### src/rtl/multiplexer_n_2to1.sv
// N-bit 2:1 bus multiplexer built from per-bit gate-level muxes, plus a registered copy.
// Optional MUX_PARITY_EN adds parity_q, the registered even parity of channel_out.

module multiplexer_2to1_bit (
  input  logic a,
  input  logic b,
  input  logic sel,
  output logic y
);

  logic sel_n;
  logic a_term;
  logic b_term;

  not u_not (sel_n, sel);
  and u_and_a (a_term, a, sel_n);
  and u_and_b (b_term, b, sel);
  or  u_or (y, a_term, b_term);

endmodule

module multiplexer_n_2to1 #(
  parameter int unsigned N = 10
) (
  input  logic         clk,
  input  logic         rst,
  input  logic [N-1:0] in0,
  input  logic [N-1:0] in1,
  input  logic         select,
  output logic [N-1:0] channel_out,
  output logic [N-1:0] channel_out_q,
  output logic         select_q
`ifdef MUX_PARITY_EN
  ,
  output logic         parity_q
`endif
);

  for (genvar i = 0; i < N; i++) begin : g_bit
    multiplexer_2to1_bit u_bit (
      .a  (in0[i]),
      .b  (in1[i]),
      .sel(select),
      .y  (channel_out[i])
    );
  end

  always_ff @(posedge clk) begin
    if (rst) begin
      channel_out_q <= '0;
      select_q      <= 1'b0;
    end else begin
      channel_out_q <= channel_out;
      select_q      <= select;
    end
  end

`ifdef MUX_PARITY_EN
  logic parity_d;

  always_comb begin
    parity_d = ^channel_out;
  end

  always_ff @(posedge clk) begin
    if (rst) begin
      parity_q <= 1'b0;
    end else begin
      parity_q <= parity_d;
    end
  end
`endif

endmodule

### config.mk
export PLATFORM = sky130hd
export DESIGN_NAME = multiplexer_n_2to1
export DESIGN_NICKNAME = d
export VERILOG_FILES = /design/src/rtl/multiplexer_n_2to1.sv
export SDC_FILE = /design/constraint.sdc
export NUM_CORES = 1
export LEC_CHECK = 0
export BUFFER_PORTS_ARGS = -buffer_cell sky130_fd_sc_hd__buf_2
export CORE_MARGIN = 2
export CORE_UTILIZATION = 37
export CTS_BUF_LIST = sky130_fd_sc_hd__clkbuf_8
export DETAILED_ROUTE_END_ITERATION = 16
export GPL_TIMING_DRIVEN = 0
export HOLD_SLACK_MARGIN = 0.03
export PLACE_DENSITY = 0.79
export SKIP_CTS_REPAIR_TIMING = 1
export SYNTH_ARGS = -nofsm -noshare
export SYNTH_HDL_FRONTEND = slang
export SYNTH_HIERARCHICAL = 1
export SYNTH_SLANG_ARGS = --single-unit
### constraint.sdc
create_clock -name clk -period 0.9 [get_ports clk]
set_clock_uncertainty 0.05 [all_clocks]
set_input_delay 0.18 -clock clk [delete_from_list [all_inputs] [get_ports clk]]
set_output_delay 0.18 -clock clk [all_outputs]
set_load 0.01 [all_outputs]
==> results.md <==
- Status: finished with violations
- Failing checks: setup timing
- Final Cycle Share: 108%
- Drt wl/cell: 10.9 µm
- Row Count: 13
- Netlist cell types: 6
- Hold_sp: select
- Synth warnings: 6
- Clk slew on worst S/H paths: 0.05 ns
- Vias: 424
- CP arrival: 0.74 ns
- Cell Chain, Critical Path: clkbuf_16, mux2_4, buf_6
- FMAX: 1030 MHz
- Met2 Track Usage GR: 20.6%
- Initial core utilization: 38.5%
- DR vias/cell: 4.42
- Mean Syn Cell Area: 14.8 µm²
- Worst min path class: input pin to flip-flop
- DRC Markers: 0
- Max VDD drop: 893 µV
- Total GRT Usage: 12.6%
- RSZ-0062 raised after global routing: yes
- # fillers: 103
- Min Hold Slack: 0.166 ns
- Synth-to-Final Area Change: 81.3%
- Crit-path max FO: 5
- Synth Area in Compound Gates: 0%
- Pin count of the biggest net entering global routing: 12
- Die height: 40.3 µm
- RePlAce Congestion: 0.598
- Post-DRT Antenna Nets: 0
- Clk buf depth: 2
- Hold Vio Cnt, Final: 0
- Hold EP: select_q
- PwrDens: 1530 mW/mm²
- Leak: 0.472 nW
- Vias in the first global route: 331
- Grt peak-use layer: met2
- Final Worst Setup Slack: -0.0714 ns
- CTS tree: yes
- Post-Synth XOR/XNOR Area: 0%
- # nets final: 105
- Worst setup EP type: primary output
- Worst setup SP type: input pin
- Synth Register Bits: 11
- Root Buffer: clkbuf_8
- Worst slew pin tran: 0.133 ns
- Sequential fraction of the synthesis area: 45.1%
- Met3 usage: 5.00%
- Antenna Cells: 0
- Simple-Gate Fraction of Synth Area: 21.8%
- Routed WL: 1050 µm
- Mapped Cells: 33
- Share of cells above drive strength 1: 87.7%
- Setup CP Type: input pin to primary output
- Syn_nets: 56
- WP data required: 0.67 ns
- Total CTS buffers: 3
- Met1 Resource Use GR: 11.7%
- Die area: 0.00163 mm²
- I/O pin count: 44
- Multiplexer share of the synthesized area: 30.8%
- Pwr Total: 1.35 mW
- Maxcap violations: 0
- Buffers on Ports: 43
- Synth Area in Adders: 0%
- Chip width: 40.3 µm
- Relative slew slack: 91.1%
- Hpwl dp: 796 µm
- Gr ovfl total: 0
- Core area: 0.00127 mm²
- Crit-path slowest cell: mux2_4
- Post-DP Area: 722 µm²
- Finished layout cell area: 885 µm²
- H-tree Lvls: 1
- Drt pass-1 iters: 2
- CTS sink cnt: 11
- Final setup vio count: 10
- Final min period: 0.971 ns
- Largest family of logic cells by synthesized area: multiplexers
- CP peak stage delay: 0.30 ns
- Pre-CTS setup slack: -0.302 ns
- First-pass GRT wire length: 1230 µm
- Hold path depth: 2
- Initial antenna violation count: 0
- Max-slew violations: 0
- Post-Syn Area: 488 µm²
- Initial DRC count: 1
==> per-layer routing <==
metal	up-vias	routed length [µm]
li1	204	-
met1	188	354
met2	28	570
met3	4	106
met4	0	19
met5	-	0
==> logic make-up after synthesis <==
group         after synthesis
simple gates               11
mux                        10
buf+inv                     1
flops                      11
==> worst max path at each step <==
| stage | endpoint | cells past startpoint | startpoint |
|---|---|---|---|
| after detailed placement | channel_out[9] | 3 | select |
| after CTS | channel_out[9] | 3 | select |
| after floorplan | channel_out_q[7] | 2 | select |
| after global placement | channel_out[6] | 3 | select |
| after global routing | channel_out[7] | 3 | select |
| final | channel_out[0] | 3 | select |
==> where the power goes <==
part           total (mW)  internal [mW]  switching, mW
Combinational       0.347          0.226          0.121
Sequential          0.530          0.522        0.00814
Clock               0.474          0.299          0.176
Total                1.35           1.05          0.305
==> final cells by class <==
class / count / area [µm²] / area share [%]
timing repair buffer: 44 / 330 / 37.3
multi-input combinational: 21 / 256 / 29.0
clock buffer: 3 / 41.3 / 4.67
clock inverter: 1 / 3.75 / 0.424
tap: 15 / 18.8 / 2.12
sequential: 11 / 223 / 25.2
buffer: 1 / 11.3 / 1.27
==> through the flow <==
step	TNS (ns)	cells	util [%]
2_1_floorplan	0	33	-
3_3_place_gp	-5.25	91	56.9
3_5_place_dp	-5.43	91	56.9
4_1_cts	-3.02	95	60.5
5_1_grt	-0.781	96	69.7
6_report	-0.579	96	69.7
==> placed cells by master, fill, tap and decap left out <==
master | netlist | layout
and2b_2 | 1 | 1
buf_12 | 0 | 1
buf_2 | 0 | 30
buf_6 | 1 | 13
clkbuf_16 | 0 | 1
clkbuf_8 | 0 | 3
dfxtp_1 | 11 | 9
dfxtp_2 | 0 | 2
inv_1 | 0 | 1
mux2_4 | 10 | 10
nor2b_2 | 8 | 8
nor2b_4 | 2 | 2
==> cells in the mapped netlist <==
library cell,instances,area [µm²]
dfxtp_1,11,220
mux2_4,10,150
nor2b_2,8,70.1
nor2b_4,2,27.5
and2b_2,1,8.76
buf_6,1,11.3
==> worst max-delay path: cells and delay by family <==
family | cells | cell delay, ns
buffers and inverters | 2 | 0.26
muxes | 1 | 0.30
==> state kept, by name (all words and copies together), names as in the netlist <==
name           flops
channel_out_q     10
select_q           1
Power figures use the tool's default switching activity.
